<file path="src/rtl/gray_pkg.sv">
// gray_pkg: shared Gray/binary conversion helpers and counter step encoding for gray_counter_param.
package gray_pkg;
  localparam int GRAY_MAX_W = 64;
  typedef logic [GRAY_MAX_W-1:0] gword_t;
  typedef enum logic [1:0] {OP_HOLD, OP_LOAD, OP_UP, OP_DN} op_e;
  function automatic gword_t bin2gray(input gword_t b);
    return b ^ (b >> 1);
  endfunction
  // Prefix XOR from the MSB down; zero-extended inputs convert correctly at any narrower width.
  function automatic gword_t gray2bin(input gword_t g);
    gword_t b;
    b[GRAY_MAX_W-1] = g[GRAY_MAX_W-1];
    for (int i = GRAY_MAX_W - 2; i >= 0; i--) b[i] = b[i+1] ^ g[i];
    return b;
  endfunction
  function automatic int unsigned popcount(input gword_t v);
    int unsigned n;
    n = 0;
    for (int i = 0; i < GRAY_MAX_W; i++) n += 32'(v[i]);
    return n;
  endfunction
endpackage

</file>
<file path="src/rtl/bin_counter_core.sv">
// bin_counter_core: binary up/down/load counter with wrap or saturate at the bounds.
module bin_counter_core
  import gray_pkg::*;
#(
  parameter int WIDTH    = 4,
  parameter bit SATURATE = 1'b0
) (
  input  logic             clk,
  input  logic             reset_n,
  input  logic             en,
  input  logic             up,
  input  logic             load,
  input  logic [WIDTH-1:0] load_val,
  output logic [WIDTH-1:0] next_bin_o,
  output logic [WIDTH-1:0] bin_o,
  output logic             tc_o
);
  op_e              op;
  logic             at_bound;
  logic [WIDTH-1:0] bin_q, bin_d, stepped;
  // A step attempted at the bound is both the wrap event and the saturation event.
  always_comb begin
    op       = load ? OP_LOAD : en ? (up ? OP_UP : OP_DN) : OP_HOLD;
    at_bound = (op == OP_UP && &bin_q) || (op == OP_DN && ~|bin_q);
    stepped  = op == OP_UP ? bin_q + WIDTH'(1) : bin_q - WIDTH'(1);
    bin_d    = op == OP_LOAD ? load_val :
               op == OP_HOLD ? bin_q :
               (SATURATE && at_bound) ? bin_q : stepped;
  end
  always_ff @(posedge clk or negedge reset_n) begin
    if (!reset_n) bin_q <= '0;
    else          bin_q <= bin_d;
  end
  assign next_bin_o = bin_d;
  assign bin_o      = bin_q;
  assign tc_o       = at_bound;
endmodule

</file>
<file path="src/rtl/gray_counter_param.sv">
// gray_counter_param: registered up/down Gray counter with load and terminal-count pulse.
// Define GRAY_CNT_CHECK_EN to build the sticky one-bit-change checker driving err.
module gray_counter_param
  import gray_pkg::*;
#(
  parameter int WIDTH    = 4,
  parameter bit SATURATE = 1'b0
) (
  input  logic             clk,
  input  logic             reset_n,
  input  logic             en,
  input  logic             up,
  input  logic             load,
  input  logic [WIDTH-1:0] load_val,
  output logic [WIDTH-1:0] gray_out,
  output logic [WIDTH-1:0] bin_out,
  output logic             tc,
  output logic             err
);
  logic [WIDTH-1:0] next_bin, gray_d, gray_q;
  logic             tc_d, tc_q;
  bin_counter_core #(.WIDTH(WIDTH), .SATURATE(SATURATE)) u_core (
    .clk       (clk),
    .reset_n   (reset_n),
    .en        (en),
    .up        (up),
    .load      (load),
    .load_val  (load_val),
    .next_bin_o(next_bin),
    .bin_o     (bin_out),
    .tc_o      (tc_d)
  );
  // Encoding the next binary value before the register keeps gray_out glitch-free.
  assign gray_d = WIDTH'(bin2gray(gword_t'(next_bin)));
  always_ff @(posedge clk or negedge reset_n) begin
    if (!reset_n) begin
      gray_q <= '0;
      tc_q   <= 1'b0;
    end else begin
      gray_q <= gray_d;
      tc_q   <= tc_d;
    end
  end
  assign gray_out = gray_q;
  assign tc       = tc_q;
`ifdef GRAY_CNT_CHECK_EN
  logic err_d, err_q, step, bad;
  always_comb begin
    step  = en && !load && next_bin != bin_out;
    bad   = popcount(gword_t'(gray_q ^ gray_d)) != 1 ||
            WIDTH'(gray2bin(gword_t'(gray_q))) != bin_out;
    err_d = err_q || (step && bad);
  end
  always_ff @(posedge clk or negedge reset_n) begin
    if (!reset_n) err_q <= 1'b0;
    else          err_q <= err_d;
  end
  assign err = err_q;
`else
  assign err = 1'b0;
`endif
endmodule

</file>
<file path="config.mk">
export PLATFORM = sky130hd
export DESIGN_NAME = gray_counter_param
export DESIGN_NICKNAME = d
export VERILOG_FILES = /design/src/rtl/gray_pkg.sv /design/src/rtl/bin_counter_core.sv /design/src/rtl/gray_counter_param.sv
export SDC_FILE = /design/constraint.sdc
export NUM_CORES = 1
export LEC_CHECK = 0
export BUFFER_PORTS_ARGS = -buffer_cell sky130_fd_sc_hd__buf_2
export CAP_MARGIN = 20
export CORE_AREA = 2 2 39 41
export DETAILED_ROUTE_END_ITERATION = 7
export DIE_AREA = 0 0 41 43
export SYNTH_ARGS = -nofsm -noshare
export SYNTH_HDL_FRONTEND = slang
export SYNTH_SLANG_ARGS = --single-unit
</file>
<file path="constraint.sdc">
create_clock -name clk -period 4.68 [get_ports clk]
set_input_delay 0 -clock clk [delete_from_list [all_inputs] [get_ports clk]]
set_output_delay 0 -clock clk [all_outputs]
set_load 0.02 [all_outputs]
</file>
==> impl_summary.log <==
INFO  metric worstPathMaxFanout = 6
INFO  metric postRouteWirelength = 1010 um
INFO  metric hold_end = u_core.bin_o[0]
INFO  metric postSynthAreaPerCell = 9.91 um^2
INFO  metric maximum_number_of_pins_on_one_net_before_global_route_repair = 13
INFO  metric cpMaxStageDelayCell = sky130_fd_sc_hd__dfrtp_1
INFO  metric max_slew_vio_count = 0
INFO  metric synth_top_area_cell = sky130_fd_sc_hd__dfrtp_1
INFO  metric first_global_vias = 371
INFO  metric layout_cells_excl_fill = 85
INFO  metric dr.first_iter.drc_count = 3
INFO  metric vias = 404
INFO  metric drcViolationCount = 0
INFO  metric cp_peak_stage_delay = 450 ps
INFO  metric ctsRootBufferMaster = sky130_fd_sc_hd__clkbuf_4
INFO  metric area.growth.synth_to_final = 23.8%
INFO  metric number_of_failing_setup_endpoints_in_the_final_timing_report = 0
INFO  metric worst_skew_pair.late_latency = 240 ps
INFO  metric clock_pin_slew_worst_setup_and_hold_paths = 50 ps
INFO  metric grt_remaining_overflow = 0
INFO  metric vdd_drop_max = 0.179 mV
INFO  metric count_of_final_hold_check_violations = 0
INFO  metric max_clock_freq = 563 MHz
INFO  metric post_route_cells_drive_above_1_share = 36.2%
INFO  metric critical-path-top-cell-by-count = sky130_fd_sc_hd__xnor2_1
INFO  metric hold_ws = 29.5 ps
INFO  metric detailed_place_hpwl = 768 um
INFO  metric finalClockSkew = 0.465 ps
INFO  metric max_cap_violations = 0
INFO  metric synthTopCellsByArea = sky130_fd_sc_hd__dfrtp_1 (40%), sky130_fd_sc_hd__xnor2_1 (6.9%), sky130_fd_sc_hd__ha_1 (5.0%)
INFO  metric die_h = 43 um
INFO  metric clock_sinks = 8
INFO  metric yosysSeqAreaShare = 39.6%
INFO  metric setup-tns-final = 0 ps
INFO  metric clock_path_buffers = 2
INFO  metric placement_rows = 14
INFO  metric reg2reg_to = gray_out[1]
INFO  metric final.period_utilization = 37.9%
INFO  metric synth_enable_flop_cells = 0
INFO  metric route.detailed.vias_per_inst = 4.75
INFO  metric num_antenna_cells = 0
INFO  metric die_w = 41 um
INFO  metric floorplan.core_area = 1380 um^2
INFO  metric finalCriticalPeriod = 1780 ps
INFO  metric crit_path_cell_chain = inv_1 > fa_1 > xnor2_1 > mux2i_1 > nor2_1 > a21oi_2 > xnor2_1
INFO  metric final_instance_area = 626 um^2
INFO  metric grtUsageTotal = 14.0%
INFO  metric post-place-cells = 80
INFO  metric post_synth_inst_count = 51
INFO  metric post-cts-setup-buffers = 0
INFO  metric hold_depth = 3
INFO  metric yosys.cell_types.count = 25
INFO  metric cts_tree = done
INFO  metric power_density = 370 nW/um^2
INFO  metric synth-async-reset-ratio = 100%
INFO  metric drt-pass1-iter-count = 4
INFO  metric grt_antenna_before_repair = 0
INFO  metric replace_congestion = 0.714
INFO  metric start_util = 36.5%
INFO  metric power.leakage = 0.000309 uW
INFO  metric run_status = finished, final reports clean
INFO  metric ctsHtreeMaxLevel = 1
INFO  metric final_net_count = 83
INFO  metric critical_path.endpoint_type = register
INFO  metric register_to_register_setup_slack = 2900 ps
INFO  metric final.fill_count = 149
INFO  metric synthesis.area = 505 um^2
INFO  metric routedWlPerCell = 11.8 um
INFO  metric grt_setup_unrepaired = no
INFO  metric synthesis.nets = 63
INFO  metric number_of_clock_buffers_inserted_by_tritoncts = 3
INFO  metric boundaryPins = 19
INFO  metric antenna_violating_nets_post_route = 0
INFO  metric dpl-instance-area = 583 um^2
INFO  metric global_route_wire_length_before_repair = 1660 um
INFO  metric min-delay-start = load_val[0]
INFO  metric r2r_start = u_core.bin_o[0]
INFO  metric synth-warning-count = 0
INFO  metric report.power.total = 231 uW
INFO  metric synthFlopType = sky130_fd_sc_hd__dfrtp_1
INFO  metric postSynthRegisterBits = 8
INFO  metric dieArea = 1760 um^2
INFO  metric critical_path_class = register to register
INFO  metric worst_r2r_path_depth = 7
INFO  metric cp_arrival = 1900 ps
INFO  metric yosysTopAreaCellShare = 39.6%
INFO  metric crit_required = 4800 ps
INFO  metric worst_hold_path_type = input pin to register
INFO  metric worstSetupStartpointType = register
INFO  metric numPortBuffers = 17
[worst max path at each step]
stage               startpoint  cells after the start           to  slack [ps]
2_1_floorplan  u_core.bin_o[0]                      7  gray_out[1]        2950
3_3_place_gp   u_core.bin_o[0]                      7  gray_out[1]        2890
3_5_place_dp   u_core.bin_o[0]                      7  gray_out[1]        2910
4_1_cts        u_core.bin_o[0]                      7  gray_out[1]        2890
5_1_grt        u_core.bin_o[0]                      7  gray_out[2]        2790
6_report       u_core.bin_o[0]                      7  gray_out[1]        2900
[final cells by class]
cell class              instances  area [um^2]  area share (%)
inverters                       5         18.8            3.00
repair buffers                 19          105            16.8
multi-input cells              34          259            41.4
clock buffers                   3         22.5            3.60
well taps                      16         20.0            3.20
flip-flops and latches          8          200            32.0
[power by group]
group          switching [uW]  internal, uW
sequential               10.5          82.2
combinational            51.3          36.2
clock                    21.8          29.2
total                    83.6           148
[per-layer routing]
metal	routed length [um]	vias to the layer above	GRT usage [%]
li1	-	206	-
met1	441	187	19.6
met2	519	11	20.0
met3	46	0	3.14
met4	0	0	6.00
met5	0	-	0
[worst max-delay path, delay by kind of cell (launching register included)]
kind                     cells  cell delay (ps)
multiplexers                 1              170
AND/OR/NAND/NOR              1               70
XOR/XNOR                     2              240
buffers and inverters        1              100
adder cells (fa/ha/maj)      1              430
AO/OA/AOI/OAI                1              190
flip-flops                   1              450
[through the flow]
stage,util (%),setup WS [ps]
2_1_floorplan,-,2950
3_3_place_gp,42.1,2890
3_5_place_dp,42.1,2910
4_1_cts,45.2,2890
5_1_grt,45.2,2790
6_report,45.2,2900
[cell usage after synthesis (all sizes together), types with 2 or more instances]
cell type  n
nand2      3
xnor2      4
nand3b     2
dfrtp      8
inv        5
buf        4
a21oi      4
o21ai      4
nor3b      2
ha         2
nor2       3
[layout by cell type, fill, tap and decap left out]
master,n
sky130_fd_sc_hd__buf_2,17
sky130_fd_sc_hd__dfrtp_1,8
sky130_fd_sc_hd__inv_1,5
sky130_fd_sc_hd__xnor2_1,4
sky130_fd_sc_hd__nor2_1,3
sky130_fd_sc_hd__nand2_1,3
sky130_fd_sc_hd__a21oi_1,3
sky130_fd_sc_hd__clkbuf_4,3
sky130_fd_sc_hd__o21ai_0,2
sky130_fd_sc_hd__o21ai_1,2
sky130_fd_sc_hd__nor3b_1,2
sky130_fd_sc_hd__ha_1,2
sky130_fd_sc_hd__dlygate4sd3_1,2
sky130_fd_sc_hd__nand3b_1,1
sky130_fd_sc_hd__mux2i_1,1
sky130_fd_sc_hd__a21oi_2,1
sky130_fd_sc_hd__xor2_1,1
sky130_fd_sc_hd__nor4_1,1
sky130_fd_sc_hd__nand4_1,1
sky130_fd_sc_hd__nand3_2,1
sky130_fd_sc_hd__and3_4,1
sky130_fd_sc_hd__nor4b_2,1
sky130_fd_sc_hd__a22oi_1,1
sky130_fd_sc_hd__nand3b_2,1
sky130_fd_sc_hd__fa_1,1
sky130_fd_sc_hd__conb_1,1
[timing repair]
item                      CTS  global route
hold endpoints to repair    9             0
gates resized for setup     0             0
hold buffers                2             0
[cell families after synthesis]
logic type	share of synthesized area (%)
AO/OA/AOI/OAI	10.1
XOR/XNOR	8.66
adder cells (fa/ha/maj)	8.91
buffers and inverters	9.16
flip-flops	39.6
multiplexers	1.98
other	0.742
AND/OR/NAND/NOR	20.8
[state kept, by name, summed over array words and instances (netlist names)]
register / count
gray_out: 4
tc: 1
u_core.bin_o: 3
Note: power is estimated with default switching activity, not from simulation.
